===== src/rtl/cache_mem_pkg.sv =====
// Shared encodings and default widths for the L1-to-memory arbiter.
package cache_mem_pkg;

    typedef enum logic [1:0] {
        IDLE  = 2'd0,
        ADDR  = 2'd1,
        RDATA = 2'd2
    } state_t;

    localparam logic OWN_I = 1'b0;
    localparam logic OWN_D = 1'b1;

    localparam int ADDR_W_DEF  = 32;
    localparam int LINE_W_DEF  = 128;
    localparam int WDATA_W_DEF = 32;

endpackage


===== src/rtl/cache_mem_arbiter_rr_arbiter2.sv =====
// Two-way round-robin grant: a lone requester wins, a tie goes to the one not granted last.
module rr_arbiter2 (
    input  logic [1:0] req,
    input  logic       last,
    output logic [1:0] grant,
    output logic       grant_idx
);

    always_comb begin
        grant_idx = req[1];
        if (req == 2'b11) begin
            grant_idx = ~last;
        end
        grant = 2'b00;
        if (|req) begin
            grant[grant_idx] = 1'b1;
        end
    end

endmodule


===== src/rtl/cache_mem_arbiter.sv =====
// Shares one downstream memory port between icache (index 0) and dcache (index 1).
// Writes retire on addrOK; reads wait in RDATA for dataOK.
module cache_mem_arbiter
    import cache_mem_pkg::*;
#(
    parameter int ADDR_W  = ADDR_W_DEF,
    parameter int LINE_W  = LINE_W_DEF,
    parameter int WDATA_W = WDATA_W_DEF
) (
    input  logic               clk,
    input  logic               rst,
    input  logic               i_req,
    input  logic [ADDR_W-1:0]  i_addr,
    output logic               i_addrOK,
    output logic               i_dataOK,
    input  logic               d_req,
    input  logic               d_wr,
    input  logic [ADDR_W-1:0]  d_addr,
    input  logic [3:0]         d_wstrb,
    input  logic [WDATA_W-1:0] d_wdata,
    output logic               d_addrOK,
    output logic               d_dataOK,
    output logic [LINE_W-1:0]  rdata,
    output logic               mem_req,
    output logic               mem_wr,
    output logic [ADDR_W-1:0]  mem_addr,
    output logic [3:0]         mem_wstrb,
    output logic [WDATA_W-1:0] mem_wdata,
    input  logic               mem_addrOK,
    input  logic               mem_dataOK,
    input  logic [LINE_W-1:0]  mem_rdata,
    output logic               busy
);

    state_t     state;
    logic       owner_q;
    logic       last_q;
    logic [1:0] grant;
    logic       grant_idx;
    logic       in_addr;
    logic       in_rdata;
    logic       is_write;

    rr_arbiter2 u_rr (
        .req       ({d_req, i_req}),
        .last      (last_q),
        .grant     (grant),
        .grant_idx (grant_idx)
    );

    assign in_addr  = (state == ADDR);
    assign in_rdata = (state == RDATA);
    assign is_write = (owner_q == OWN_D) && d_wr;

    always_ff @(posedge clk or posedge rst) begin
        if (rst) begin
            state   <= IDLE;
            owner_q <= OWN_I;
            last_q  <= OWN_D;
        end else begin
            case (state)
                IDLE: begin
                    if (|grant) begin
                        owner_q <= grant_idx;
                        state   <= ADDR;
                    end
                end
                ADDR: begin
                    if (mem_addrOK) begin
                        last_q <= owner_q;
                        state  <= is_write ? IDLE : RDATA;
                    end
                end
                RDATA: begin
                    if (mem_dataOK) begin
                        state <= IDLE;
                    end
                end
                default: state <= IDLE;
            endcase
        end
    end

    // Downstream bus is only driven while a request is being presented.
    assign mem_req = in_addr;
    assign mem_wr  = in_addr && is_write;

    always_comb begin
        mem_addr  = '0;
        mem_wstrb = '0;
        mem_wdata = '0;
        if (in_addr) begin
            if (owner_q == OWN_D) begin
                mem_addr  = d_addr;
                mem_wstrb = d_wstrb;
                mem_wdata = d_wdata;
            end else begin
                mem_addr = i_addr;
            end
        end
    end

    assign i_addrOK = in_addr  && mem_addrOK && (owner_q == OWN_I);
    assign d_addrOK = in_addr  && mem_addrOK && (owner_q == OWN_D);
    assign i_dataOK = in_rdata && mem_dataOK && (owner_q == OWN_I);
    assign d_dataOK = in_rdata && mem_dataOK && (owner_q == OWN_D);
    assign rdata    = (in_rdata && mem_dataOK) ? mem_rdata : '0;
    assign busy     = (state != IDLE);

endmodule


===== config.mk =====
export PLATFORM = sky130hd
export DESIGN_NAME = cache_mem_arbiter
export DESIGN_NICKNAME = d
export VERILOG_FILES = /design/src/rtl/cache_mem_pkg.sv /design/src/rtl/cache_mem_arbiter_rr_arbiter2.sv /design/src/rtl/cache_mem_arbiter.sv
export SDC_FILE = /design/constraint.sdc
export NUM_CORES = 1
export LEC_CHECK = 0
export ABC_CLOCK_PERIOD_IN_PS = 3150
export CAP_MARGIN = 20
export CORE_AREA = 2 2 170 172
export CTS_CLUSTER_SIZE = 20
export DETAILED_ROUTE_END_ITERATION = 10
export DIE_AREA = 0 0 172 174
export GPL_ROUTABILITY_DRIVEN = 0
export MAX_ROUTING_LAYER = met4
export PLACE_DENSITY = 0.37
export SKIP_CTS_REPAIR_TIMING = 1
export SLEW_MARGIN = 25
export SYNTH_ARGS = -nofsm -noshare
export SYNTH_HDL_FRONTEND = slang
export SYNTH_SLANG_ARGS = --single-unit

===== constraint.sdc =====
create_clock -name clk -period 3.15 [get_ports clk]
set_input_delay 0.4725 -clock clk [delete_from_list [all_inputs] [get_ports clk]]
set_output_delay 0.4725 -clock clk [all_outputs]
set_load 0.05 [all_outputs]

-- Word-level counts from Yosys, hierarchy flattened
Cells that the tools add are included.
Widths: inputs -> output; s select.
- order comparisons: 2
- equality and inequality tests: 6
- muxes and demuxes: 16
- bitwise operators: 2
- reduce and logical (&&, ||, !) cells: 16
- operators with widths (cell ; count):
    $mux 128 ; 1
    $mux 32 ; 4
    $mux 2 ; 5
    $logic_and 1x1->1 ; 9
    $mux 4 ; 2
    $ne 2x2->1 const B ; 3
    $pmux 2 s3 ; 1
    $eq 2x2->1 const B ; 2
    $reduce_and 2->1 ; 2
    $reduce_or 2->1 ; 2
    $reduce_and 3->1 ; 1
    $eq 2x1->1 const B ; 1
    $logic_not 2->1 ; 1
    $lt 1x2->1 const B ; 1
    $mux 1 ; 2
    $not 1->1 ; 2
    $reduce_bool 2->1 ; 1
    $demux 1 s1 ; 1
    $ge 1x1->1 const B ; 1
- register bits: 4
- input bits: 235
- output and inout port bits: 203
- logic and storage cells: 45

-- Depth between registers and ports, before layout
- depth after elaboration: 10
- mapped depth: 5
- gate-level depth less buffers: 2

-- By module
A second synthesis with hierarchy kept.
- cell total of the unflattened synthesis: 288
- area, all modules: 1868.0 um^2
- by module, submodules not included (module ; instances ; cells an instance ; area each (um^2) ; sequential area each (um^2)):
    cache_mem_arbiter ; 1 ; 284 ; 1841.8 ; 101.3
    rr_arbiter2 ; 1 ; 4 ; 26.3 ; 0.0

-- Least setup slack after synthesis
Ideal clock, no wire load.
- kind: reg2out
- start: reg state[1]
- end: out mem_addr[0]
- data arrival time: 1.528 ns
- path slack: 1.150 ns
- stages on the path, launching flop included: 5
- buffers on the path: 2
- cell sequence: dfrtp_1 nand2b_1 clkbuf_1 buf_2 nor2_1
- longest elaborated chain between the ends: 2
- RTL lines (what ; line ; source):
    start, declared ; cache_mem_arbiter.sv:35 ; state_t state;
    start signal, assigned ; cache_mem_arbiter.sv:71 ; state <= is_write ? IDLE : RDATA;
    $eq 2x1->1 ; cache_mem_arbiter.sv:51 ; assign in_addr = (state == ADDR);
    $mux 32 ; cache_mem_arbiter.sv:92 ; if (in_addr) begin
    end, declared ; cache_mem_arbiter.sv:26 ; output logic [ADDR_W-1:0] mem_addr,
No other way between the ends.

-- Worst setup path after layout
- start: in mem_addrOK
- end: out i_addrOK
- longest elaborated chain between the ends: 2
- RTL lines (what ; line ; source):
    start, declared ; cache_mem_arbiter.sv:29 ; input logic mem_addrOK,
    $logic_and 1x1->1 (2 in a row) ; cache_mem_arbiter.sv:103 ; assign i_addrOK = in_addr && mem_addrOK && (owner_q == OWN_I);
    end, declared ; cache_mem_arbiter.sv:14 ; output logic i_addrOK,
No other way between the ends.

==> results.txt <==
- Launch point of the worst path: mem_addrOK
- Remaining global-route overflow: 0
- Post-route DRC violation count: 0
- Yosys mapped the design onto 26 distinct sky130hd cell types.
- Row generation in the floorplan step produced 62 rows.
- Counting every instance in the synthesized netlist gives 282.
- Routed wire length: 18.29 mm
- Across all layers, the routed design uses 3515 vias.
- Register-to-Register Setup Slack: 1.82 ns
* Wire length of the first global-routing pass: 24.78 mm
* Sort of element at the end of the critical path: output port
- Nature of the critical path startpoint: primary input
* Syn Area/Cell: 6.859 um2
- Cell with the most instances after synthesis: sky130_fd_sc_hd__and2_1
- Share of post-route cells with drive strength above 1: 0.2639
- EDFF count, synth: 0
- Along the worst path, the maximum fanout reaches 4.
- Die X: 172 um
- By count the netlist is led by sky130_fd_sc_hd__and2_1, sky130_fd_sc_hd__nor2_1, sky130_fd_sc_hd__mux2i_1, sky130_fd_sc_hd__buf_6, sky130_fd_sc_hd__buf_2.
* Startpoint of the lowest-slack register-to-register path: owner_q
* Die Outline Area: 29930 um2
- Multi-input gate area: 1605 um2
- Number of endpoints failing setup at the final stage: 0
- In this run the count of I/O pins placed on the die edge is 438.
* Transition time at the pin with the least slew margin: 0.5293 ns
- Setup TNS: 0 ns
- Final non-filler cell total: 1090
* Unrepaired setup endpoints after global routing: no
- Vias in the first global route: 3672
- Overall die height: 174 um
- Placed cell count: 1081
- TritonCTS built the clock tree.
* Detail-routed net length per standard cell: 16.78 um
- In this run the critical register-to-register path is captured at last_q.
* CTS H-tree lvls: 1
- Result of the run: finished clean
- Post-synth top area share: 0.5401
- Logic depth of the worst register-to-register path: 3
- The core region is 28240 um2.
- Tightest Hold Check Type: primary input to async pin
- Clock transition at path regs: 0.03 ns
* Clock tree root buffer cell: sky130_fd_sc_hd__clkbuf_16
- Post-Route Skew: 0.003001 ns
- Maximum capacitance violations: 0
- The hold violation total from the final report came to 0.
* Final worst-path cycle share: 0.8501
- Across every metal layer, demand over resource in global routing totals 0.1166.
- Fraction of the yosys area taken by sequential cells: 0.05239
- The HPWL after detailed placement is 16.00 mm.
- OpenSTA, run right after detailed placement, puts the worst setup slack at 0.4833 ns.
- Max-slew violation count: 0
- The number of antenna violations at the first check in global routing is 5.
* First drt pass iteration count: 4
- The later pin in the worst-skew pair is clocked with a latency of 0.22 ns.
- Number of buffers between clock root and the deepest sink: 2
- For this configuration, the core starts out at a cell density of 0.06850.
- Once placement finished, the instance area stood at 8308 um2.
- Leading post-synthesis cells by cell area: sky130_fd_sc_hd__and2_1, sky130_fd_sc_hd__mux2i_1, sky130_fd_sc_hd__buf_6, sky130_fd_sc_hd__nor2_1, sky130_fd_sc_hd__dfrtp_1
- The setup path with the least slack is of type primary input to output port.
- Entering global routing, the biggest net connects 69 pins.
- Most area-hungry cell type in the Yosys netlist: sky130_fd_sc_hd__and2_1
* Highest achievable clock rate: 373.4 MHz
- Sequential cell area: 102.6 um2
- Once detail routing completed, the nets flagged for antenna violations numbered 0.
* Final design instance area without fill: 8399 um2
- Maximum VDD drop: 0.3827 mV
- Using the TritonRoute via totals, the vias-per-cell ratio works out to 3.225.
- Final Critical Period: 2.678 ns
- For this design the static power due to leakage is 3.355 nW.
* Data arrival at the endpoint of the critical path: 2.21 ns
* Filler Cells Inserted: 2944
- For this run, the number of Yosys warnings is 0.
- Synthesized area: 1934 um2
* Sink Count: 4
- Setup slack closes at 0.4722 ns.
- Number of port buffers: 437
- From synthesis to final layout, the design area changed by 334.2%.
- For this run, the leading register cell type out of synthesis is sky130_fd_sc_hd__dfrtp_1.
* Async set or reset register ratio after synthesis: 1.000
- Synthesized netlist net count: 517
* Number of buffers added by the clock tree synthesis step: 3
* Remaining max-slew budget at the tightest pin: 0.6461
- Final net count: 937
- Number of violations reported at the end of detailed-routing iteration 0: 73
- In this run, synthesis produced a sequential element count of 4.
* Req. time, crit path: 2.68 ns
- Power spread over the standard cell area amounts to 591.2 nW/um2.
-- worst max path at each step --
stage | endpoint | slack (ns) | cells after the start
after floorplan | mem_addr[0] | 1.15 | 4
after global placement | i_addrOK | 0.46 | 4
after detailed placement | i_addrOK | 0.48 | 4
after CTS | i_addrOK | 0.47 | 4
after global routing | i_addrOK | 0.40 | 4
final | i_addrOK | 0.47 | 4
-- layout make-up --
type,instances,area share
well taps,384,0.05720
clock buffers,4,0.009385
repair buffers,442,0.7272
diodes,5,0.001490
flip-flops and latches,4,0.01222
multi-input cells,248,0.1911
inverters,3,0.001341
-- registers in the layout (all words and copies together), names as in the netlist --
register and count:
state 2, last_q 1, owner_q 1
-- routing by layer --
layer  GRT usage  wire, um  part of all wire
met2      0.2226      9683              0.53
met3     0.03643      1911              0.10
met5           -         0                 0
met4    0.009454        39            0.0021
met1      0.1201      6659              0.36
-- cell usage in the layout (no fill, tap or decap), types with 2 or more instances in the layout --
cell type | Yosys | layout
sky130_fd_sc_hd__buf_12 | 0 | 170
sky130_fd_sc_hd__dfrtp_1 | 3 | 2
sky130_fd_sc_hd__diode_2 | 0 | 5
sky130_fd_sc_hd__and2_1 | 167 | 167
sky130_fd_sc_hd__nor2_1 | 34 | 34
sky130_fd_sc_hd__inv_1 | 3 | 3
sky130_fd_sc_hd__mux2i_1 | 32 | 32
sky130_fd_sc_hd__buf_4 | 2 | 7
sky130_fd_sc_hd__clkdlybuf4s50_1 | 0 | 265
sky130_fd_sc_hd__clkbuf_16 | 0 | 3
-- worst max-delay path: stages --
cell	delay [ns]
sky130_fd_sc_hd__clkdlybuf4s50_1	0.52
sky130_fd_sc_hd__nor2b_1	0.21
sky130_fd_sc_hd__and3_1	0.19
sky130_fd_sc_hd__clkdlybuf4s50_1	0.81
-- power by group --
part | internal (mW) | switching (mW)
clock | 0.167 | 0.0368
combinational | 1.98 | 2.66
sequential | 0.0826 | 0.0388
-- metrics by stage --
stage / util / power [mW] / hold WS [ns]
after CTS: 0.2970 / 5.038 / 0.5033
after global placement: 0.2942 / 4.838 / 0.5635
final: 0.2975 / 4.966 / 0.4921
after global routing: 0.2975 / 5.181 / 0.5135
after detailed placement: 0.2942 / 4.810 / 0.5629
after floorplan: - / 2.687 / 0.2379
-- logic make-up after synthesis --
logic type / synth area share
mux: 0.1656
compound gates: 0.02200
simple gates: 0.6410
flops: 0.05239
buf+inv: 0.1190
Note: power is estimated with default switching activity, not from simulation.
